## src/rtl/game_controller.sv

```systemverilog
// -----------------------------------------------------------------------------
// game_controller
// Frame-rate game sequencer for the invaders sprite drawer. Holds the invader
// formation, ship, bullet and gameplay status in registers. The state advances
// only on cycles where i_frame_tick is high. Every output is a register.
// Grid: 20 columns (0..19) x 15 visible rows (0..14). A bullet row of 15 means
// the bullet is idle (off-screen).
//
// Ports
//   i_clk             system clock
//   i_reset           asynchronous active-low reset
//   i_frame_tick      one-cycle pulse per video frame
//   i_left, i_right   ship movement buttons (synchronised levels)
//   i_fire            fire while playing; restart after a win or a loss
//   o_invaders_array  live invaders, bit n = column n
//   o_invaders_line   formation row
//   o_ship_x          ship column
//   o_bullet_x        bullet column
//   o_bullet_y        bullet row, 15 = idle
//   o_gameplay        00 playing, 01 you win, 10 game over
// -----------------------------------------------------------------------------
module game_controller #(
  parameter int          INVADER_PERIOD = 30,
  parameter int          BULLET_PERIOD  = 2,
  parameter int          SHIP_ROW       = 13,
  parameter logic [19:0] INIT_ARRAY     = 20'h0FFF0
) (
  input  logic        i_clk,
  input  logic        i_reset,
  input  logic        i_frame_tick,
  input  logic        i_left,
  input  logic        i_right,
  input  logic        i_fire,
  output logic [19:0] o_invaders_array,
  output logic [3:0]  o_invaders_line,
  output logic [4:0]  o_ship_x,
  output logic [4:0]  o_bullet_x,
  output logic [3:0]  o_bullet_y,
  output logic [1:0]  o_gameplay
);

  localparam int IW = $clog2(INVADER_PERIOD + 1);
  localparam int BW = $clog2(BULLET_PERIOD + 1);

  localparam logic [IW-1:0] INV_LAST = IW'(INVADER_PERIOD - 1);
  localparam logic [BW-1:0] BUL_LAST = BW'(BULLET_PERIOD - 1);
  localparam logic [3:0]    ROW_SHIP = 4'(SHIP_ROW);
  localparam logic [3:0]    ROW_FIRE = 4'(SHIP_ROW - 1);
  localparam logic [3:0]    Y_IDLE   = 4'd15;
  localparam logic [4:0]    X_START  = 5'd10;
  localparam logic [4:0]    X_MAX    = 5'd19;

  typedef enum logic [1:0] {
    PLAYING   = 2'b00,
    YOU_WIN   = 2'b01,
    GAME_OVER = 2'b10
  } play_t;

  typedef enum logic {
    DIR_RIGHT = 1'b0,
    DIR_LEFT  = 1'b1
  } dir_t;

  logic [19:0]   array_reg, array_next;
  logic [3:0]    line_reg, line_next;
  dir_t          dir_reg, dir_next;
  logic [4:0]    ship_reg, ship_next;
  logic [4:0]    bx_reg, bx_next;
  logic [3:0]    by_reg, by_next;
  logic [IW-1:0] icnt_reg, icnt_next;
  logic [BW-1:0] bcnt_reg, bcnt_next;
  play_t         play_reg, play_next;

  logic          hit;
  logic [19:0]   arr_hit;
  logic          at_edge;

  always_comb begin
    array_next = array_reg;
    line_next  = line_reg;
    dir_next   = dir_reg;
    ship_next  = ship_reg;
    bx_next    = bx_reg;
    by_next    = by_reg;
    icnt_next  = icnt_reg;
    bcnt_next  = bcnt_reg;
    play_next  = play_reg;
    hit        = 1'b0;
    arr_hit    = array_reg;
    at_edge    = 1'b0;

    if (i_frame_tick) begin
      if (play_reg == PLAYING) begin
        // Hit test uses the bullet position from before this frame's step.
        hit = (by_reg != Y_IDLE) && (by_reg == line_reg) && array_reg[bx_reg];
        if (hit) begin
          arr_hit[bx_reg] = 1'b0;
          by_next         = Y_IDLE;
        end

        // Ship: exactly one button, and not against the wall.
        if (i_left && !i_right && (ship_reg != 5'd0)) begin
          ship_next = ship_reg - 5'd1;
        end else if (i_right && !i_left && (ship_reg < X_MAX)) begin
          ship_next = ship_reg + 5'd1;
        end

        // A bullet freed by a hit this frame may be refired at once; the
        // launch column is the ship column before this frame's move.
        if (i_fire && (hit || (by_reg == Y_IDLE))) begin
          bx_next   = ship_reg;
          by_next   = ROW_FIRE;
          bcnt_next = '0;
        end else if (!hit && (by_reg != Y_IDLE)) begin
          if (bcnt_reg == BUL_LAST) begin
            bcnt_next = '0;
            by_next   = (by_reg == 4'd0) ? Y_IDLE : (by_reg - 4'd1);
          end else begin
            bcnt_next = bcnt_reg + BW'(1);
          end
        end

        // Formation step works on the post-hit array so a freshly cleared
        // edge column no longer forces a descent.
        array_next = arr_hit;
        if (icnt_reg == INV_LAST) begin
          icnt_next = '0;
          at_edge   = (dir_reg == DIR_RIGHT) ? arr_hit[19] : arr_hit[0];
          if (at_edge) begin
            if (line_reg < ROW_SHIP) begin
              line_next = line_reg + 4'd1;
            end
            dir_next = (dir_reg == DIR_RIGHT) ? DIR_LEFT : DIR_RIGHT;
          end else if (dir_reg == DIR_RIGHT) begin
            array_next = {arr_hit[18:0], 1'b0};
          end else begin
            array_next = {1'b0, arr_hit[19:1]};
          end
        end else begin
          icnt_next = icnt_reg + IW'(1);
        end

        // An empty formation wins even if it also reached the ship row.
        if (array_next == 20'd0) begin
          play_next = YOU_WIN;
        end else if (line_next == ROW_SHIP) begin
          play_next = GAME_OVER;
        end
      end else if (i_fire) begin
        array_next = INIT_ARRAY;
        line_next  = 4'd0;
        dir_next   = DIR_RIGHT;
        ship_next  = X_START;
        bx_next    = X_START;
        by_next    = Y_IDLE;
        icnt_next  = '0;
        bcnt_next  = '0;
        play_next  = PLAYING;
      end
    end
  end

  always_ff @(posedge i_clk or negedge i_reset) begin
    if (!i_reset) begin
      array_reg <= INIT_ARRAY;
      line_reg  <= 4'd0;
      dir_reg   <= DIR_RIGHT;
      ship_reg  <= X_START;
      bx_reg    <= X_START;
      by_reg    <= Y_IDLE;
      icnt_reg  <= '0;
      bcnt_reg  <= '0;
      play_reg  <= PLAYING;
    end else begin
      array_reg <= array_next;
      line_reg  <= line_next;
      dir_reg   <= dir_next;
      ship_reg  <= ship_next;
      bx_reg    <= bx_next;
      by_reg    <= by_next;
      icnt_reg  <= icnt_next;
      bcnt_reg  <= bcnt_next;
      play_reg  <= play_next;
    end
  end

  assign o_invaders_array = array_reg;
  assign o_invaders_line  = line_reg;
  assign o_ship_x         = ship_reg;
  assign o_bullet_x       = bx_reg;
  assign o_bullet_y       = by_reg;
  assign o_gameplay       = play_reg;

endmodule

```

## config.mk

```make
export PLATFORM = sky130hd
export DESIGN_NAME = game_controller
export DESIGN_NICKNAME = d
export VERILOG_FILES = /design/src/rtl/game_controller.sv
export SDC_FILE = /design/constraint.sdc
export NUM_CORES = 1
export LEC_CHECK = 0
export BUFFER_PORTS_ARGS = -buffer_cell sky130_fd_sc_hd__buf_2
export CAP_MARGIN = 30
export CORE_MARGIN = 4
export CORE_UTILIZATION = 25
export DETAILED_ROUTE_END_ITERATION = 16
export HOLD_SLACK_MARGIN = 0.15
export PLACE_DENSITY = 0.44
export REMOVE_ABC_BUFFERS = 1
export SLEW_MARGIN = 20
export SYNTH_ARGS = -nofsm -noshare
export SYNTH_HDL_FRONTEND = slang
export SYNTH_SLANG_ARGS = --single-unit
```

## constraint.sdc

```tcl
create_clock -name i_clk -period 6.8 [get_ports i_clk]
set_clock_uncertainty 0.15 [all_clocks]
set_input_delay 1.36 -clock i_clk [delete_from_list [all_inputs] [get_ports i_clk]]
set_output_delay 1.36 -clock i_clk [all_outputs]
set_load 0.01 [all_outputs]
```

Word level (Yosys, flattened, before mapping):

Cells that the tools add are included.

* input port bits: 6
* register bits after elaboration: 48
* output and inout bits: 40

* reduce and logical (&&, ||, !) cells: 24
* $add $sub $neg: 6
* bitwise logic cells: 2
* equality and inequality tests: 12
* muxes and demuxes: 51
* magnitude comparators: 4

Operator list (count)
* 2-to-1 mux 20 bit: 10
* 2-to-1 mux 4 bit: 14
* 2-to-1 mux 5 bit: 9
* bitwise AND 20 bit: 1
* zero test 20 bit: 1
* NOT 20 bit: 1
* 2-to-1 mux 2 bit: 8
* AND reduction 3 bit: 4
* adder 5 x 1 -> 5 bit, second input constant: 2
* logical AND 1 bit: 9
* != test 3 x 1 -> 1 bit, second input constant: 3
* == test 4 bit, second input constant: 2
* 2-to-1 mux 1 bit: 8
* < comparator 5 x 6 -> 1 bit, second input constant: 1
* != test 2 x 1 -> 1 bit, second input constant: 3
* binary-select mux 1 bit (select 5 bit): 1
* demux 1 bit (select 5 bit): 1
* == test 5 bit, second input constant: 1
* >= comparator 5 x 1 -> 1 bit, second input constant: 1
* < comparator 5 bit, second input constant: 1
* nonzero test 5 bit: 1
* subtractor 5 x 1 -> 5 bit, second input constant: 1
* adder 4 x 1 -> 4 bit, second input constant: 1
* == test 4 bit: 1
* other kinds (12): 14

Depth between registers and ports, before layout:

* word-level depth: 18
* mapped depth: 13
* gate-level depth less buffers: 12

Worst setup path before layout:

OpenSTA, ideal clock, no wires.

* path kind: register to register
* from: register by_reg[0], in the netlist o_bullet_y[0]
* to: register play_reg[1], in the netlist o_gameplay[1]
* slack: 3770 ps
* data arrival time: 2804 ps
* stages on the path, launching flop included: 10
* library setup time: 76 ps
* cell sequence: dfstp_2 -> xor2_1 -> or3_4 -> o41ai_1 -> mux2_2 -> nor2_1 -> and4_1 -> mux2i_1 -> or4_1 -> o21ai_1

* word-level cells in the longest chain between the ends: 14
* elaborated cells on any way between the ends: 23
* those cells by class: eq/ne: 4; mux: 15; reduce/logical: 4

Ends and longest elaborated chain
* start: declaration: line 69 `logic [3:0] by_reg, by_next;`
* start signal: assignment: line 180 `by_reg <= by_next;`
* != test 4 bit or == test 4 bit (tied branches): line 95 `hit = (by_reg != Y_IDLE) && (by_reg == line_reg) && array_reg[bx_reg];`
* logical AND 1 bit (*) (2 in a row): line 95
* 2-to-1 mux 20 bit (*): line 96 `if (hit) begin`
* 2-to-1 mux 20 bit (*): line 93 `if (play_reg == PLAYING) begin`
* 2-to-1 mux 20 bit (*): line 92 `if (i_frame_tick) begin`
* 2-to-1 mux 20 bit or 2-to-1 mux 1 bit (tied branches): line 134, 128
* 2-to-1 mux 20 bit or 2-to-1 mux 4 bit (tied branches): line 129 `if (at_edge) begin`
* 2-to-1 mux 20 bit or 2-to-1 mux 4 bit (tied branches): line 126 `if (icnt_reg == INV_LAST) begin`
* 2-to-1 mux 20 bit or 2-to-1 mux 4 bit (tied branches): line 93
* 2-to-1 mux 20 bit or 2-to-1 mux 4 bit (tied branches): line 92
* zero test 20 bit or == test 4 bit (tied branches): line 144, 146
* != test 3 x 1 -> 1 bit (no line) or 2-to-1 mux 2 bit (tied branches)
* AND reduction 3 bit (no line) or 2-to-1 mux 2 bit (tied branches)
* end signal: assignment: line 183 `play_reg <= play_next;`
* end: declaration: line 72 `play_t play_reg, play_next;`

Mark *: on every way between the ends. The rest lies on a longest branch, timed or not. The select of a mux whose other input is x is not followed.
A chain may end at the register's enable or synchronous reset.

Worst setup path after layout:

* from: register bx_reg[0], in the netlist o_bullet_x[0]
* to: register play_reg[0], in the netlist o_gameplay[0]

* word-level cells in the longest chain between the ends: 17
* elaborated cells on any way between the ends: 29
* those cells by class: order compare: 2; eq/ne: 2; mux: 19; bitwise: 2; reduce/logical: 4

Ends and longest elaborated chain
* start: declaration: line 68 `logic [4:0] bx_reg, bx_next;`
* start signal: assignment: line 179 `bx_reg <= bx_next;`
* < comparator 5 x 6 -> 1 bit (not written as such) or >= comparator 5 x 1 -> 1 bit (tied branches): line 97 `arr_hit[bx_reg] = 1'b0;`
* logical AND 1 bit (not written as such): line 97
* 2-to-1 mux 1 bit (not written as such): line 97
* demux 1 bit (select 5 bit): line 97
* NOT 20 bit (no line)
* bitwise AND 20 bit (no line)
* 2-to-1 mux 20 bit (*): line 96
* 2-to-1 mux 20 bit (*): line 93
* 2-to-1 mux 20 bit (*): line 92
* 2-to-1 mux 20 bit or 2-to-1 mux 1 bit (tied branches): line 134, 128
* 2-to-1 mux 20 bit or 2-to-1 mux 4 bit (tied branches): line 129
* 2-to-1 mux 20 bit or 2-to-1 mux 4 bit (tied branches): line 126
* 2-to-1 mux 20 bit or 2-to-1 mux 4 bit (tied branches): line 93
* 2-to-1 mux 20 bit or 2-to-1 mux 4 bit (tied branches): line 92
* zero test 20 bit or == test 4 bit (tied branches): line 144, 146
* != test 3 x 1 -> 1 bit (no line) or 2-to-1 mux 2 bit (tied branches)
* AND reduction 3 bit (no line) or 2-to-1 mux 2 bit (tied branches)

Marks and branches as above.

==> flow_summary.ini <==
[hold_path]
min_path_type = register to register

[final_layout]
drive_above_1_share_pct = 20.6
final_cell_mix = nand2_1 (61), buf_2 (45), nor2_1 (41), a21oi_1 (35), o21ai_0 (34)
fin_nets = 497
final_common_cell = nand2_1
largest_register_ffs = 20
diodes = 0
syn_to_final_growth_pct = 14.9

[critical_path]
critical_path_class = register to register
cp_top_family = compound AO/OA/AOI/OAI gates
path_cells = mux4_2, and2_1, a31oi_1, a21oi_1, a21oi_1, or3_1, a2111oi_2, a22o_1
critPathMaxStageDelay_ps = 890
worst_path_max_delay_cell = dfrtp_1
critPathBufInv = 0
worstPathArrival_ps = 4230
worst-path-max-fanout = 21
worstSetupEndpointType = register
crit_required_ps = 6890
critPathLaunchType = register
rrSetupSlack_ps = 2660
crit_path_frequent_cell = a21oi_1

[die]
chipHeight_um = 130
coreArea_mm2 = 0.0146
rows = 44
io_pins = 46
start_util_pct = 25.5
die_area_mm2 = 0.0169
die_w_um = 130

[clock_network]
root_buffer = clkbuf_16
insertion_delay_ps = 310
postCtsSetupRepairBufs = 0
ctsResizeCount = 0
clk_path_buf_depth = 2
cts_buffers = 5
cts_htree_levels = 2
cts.reportedPaths.clkPinSlew_ps = 70
cts.hold.buffers_added = 0
cts_tree = yes
clock-sinks = 48

[sta]
tns_ps = 0
setup_viol = 0
report.final.slew_viol_count = 0
fmax_mhz = 242
tightest_slew_ps = 1020
finalCritPeriodShare_pct = 60.9
rsz0062_at_grt = no
relSlewSlack_pct = 31.8
finalCriticalPeriod_ps = 4140
final-hold-violation-count = 0

[yosys]
synth_ff_type = dfrtp_1
ys_async_sr_fraction_pct = 100
synth_edf_count = 0
synth.area.mux_share_pct = 6.72
synth_fa_ha_area_share_pct = 3.90
synth_compound_area_share_pct = 28.2
yosysUniqueCellTypes = 72
yosys.area_share.simple_pct = 21.7
syn_area_per_cell_um2 = 8.35
synthCells = 446
netlist_area_mm2 = 0.00373
ys_ff_latch = 48
yosys_warnings = 0
yosys.area_share.xor_xnor_pct = 2.12
synth_top_family_by_area = compound AO/OA/AOI/OAI gates
seq_area_frac_synth_pct = 32.9

[place]
hpwl_um = 8730
gp_congestion = 0.932
numPortBuffers = 45

[grt]
grt_pass1_vias = 3523
grt_max_degree = 49
antenna_found_initial = 0
grt.total_usage_pct = 15.2
grt_pass1_wl_um = 20100
grt_overflow = 0

[run]
cap_violations = 0

[pwr]
ir_drop_mv = 0.156
p_total_w = 0.00154
p_per_area_mw_per_mm2 = 360
leakage_nw = 1.71

[detailed_routing]
wl_per_cell_um = 18.5
firstDrtPassIters = 6
drtIter0Drc = 219
via_per_inst = 5.30
ant_nets = 0
drc = 0
totalWireLength_um = 12300
via_count = 3522

[status]
outcome = complete, no violations
[where the power goes]
part / total [W] / switching (W) / leakage, nW / internal (W)
Sequential: 0.000565 / 0.000168 / 0.575 / 0.000397
Clock: 0.000301 / 0.000126 / 0.0840 / 0.000175
Combinational: 0.000676 / 0.000398 / 1.05 / 0.000277
[metal layers]
metal / routed length (um) / up-vias / track usage [%]
met5: 0 / - / 0
met4: 200 / 0 / 4.46
met3: 656 / 15 / 3.40
met2: 5440 / 109 / 22.8
met1: 6010 / 1680 / 21.8
li1: - / 1718 / -
[final cells by class]
cell class | instances | area (um^2)
clock inverters | 3 | 47.5
fillers | 1566 | 10300
multi-input cells | 360 | 2340
flip-flops and latches | 48 | 1230
repair buffers | 49 | 255
well taps | 184 | 230
clock buffers | 5 | 125
inverters | 16 | 60.1
[cells by family (layout without fill, tap and decap cells)]
group / after synthesis / count (layout)
simple gates: 171 / 171
compound gates: 148 / 148
flops: 48 / 48
mux: 21 / 21
xor+xnor: 9 / 9
buf+inv: 38 / 73
fa+ha+maj: 11 / 11
[cell usage after synthesis (all sizes together) (6+ instances only)]
master,count,area (um^2)
dfrtp,28,701
ha,10,125
a22oi,10,75.1
o41ai,8,100
dfstp,20,526
mux2i,16,160
xor2,8,70.1
nand3,11,55.1
a21oi,35,175
inv,16,60.1
nand2,62,235
buf,7,47.5
nor3,13,70.1
clkbuf,15,56.3
and2,6,37.5
nor2,42,165
o22ai,7,57.6
nor2b,8,50.1
o22a,6,52.6
o21ai,37,185
[final timing paths]
check                               from                    to  cells after the start
min in group asynchronous        i_reset           icnt_reg[4]                      2
max in group asynchronous        i_reset  o_invaders_array[16]                      2
hold / removal               bcnt_reg[1]           bcnt_reg[1]                      1
hold reg to reg              bcnt_reg[1]           bcnt_reg[1]                      1
setup / recovery           o_bullet_x[0]         o_gameplay[0]                      8
setup reg to reg           o_bullet_x[0]         o_gameplay[0]                      8
[metrics by stage]
stage / util [%] / area (um^2) / setup slack (ps) / hold slack [ps] / instances
5_1_grt: 29.3 / 4280 / 2430 / 403 / 665
3_3_place_gp: 28.2 / 4110 / 2910 / 355 / 657
6_report: 29.3 / 4280 / 2660 / 377 / 665
4_1_cts: 29.3 / 4280 / 2750 / 381 / 665
3_5_place_dp: 28.2 / 4110 / 2780 / 370 / 657
2_1_floorplan: - / 3620 / 3650 / 326 / 424
Power figures use the tool's default switching activity.
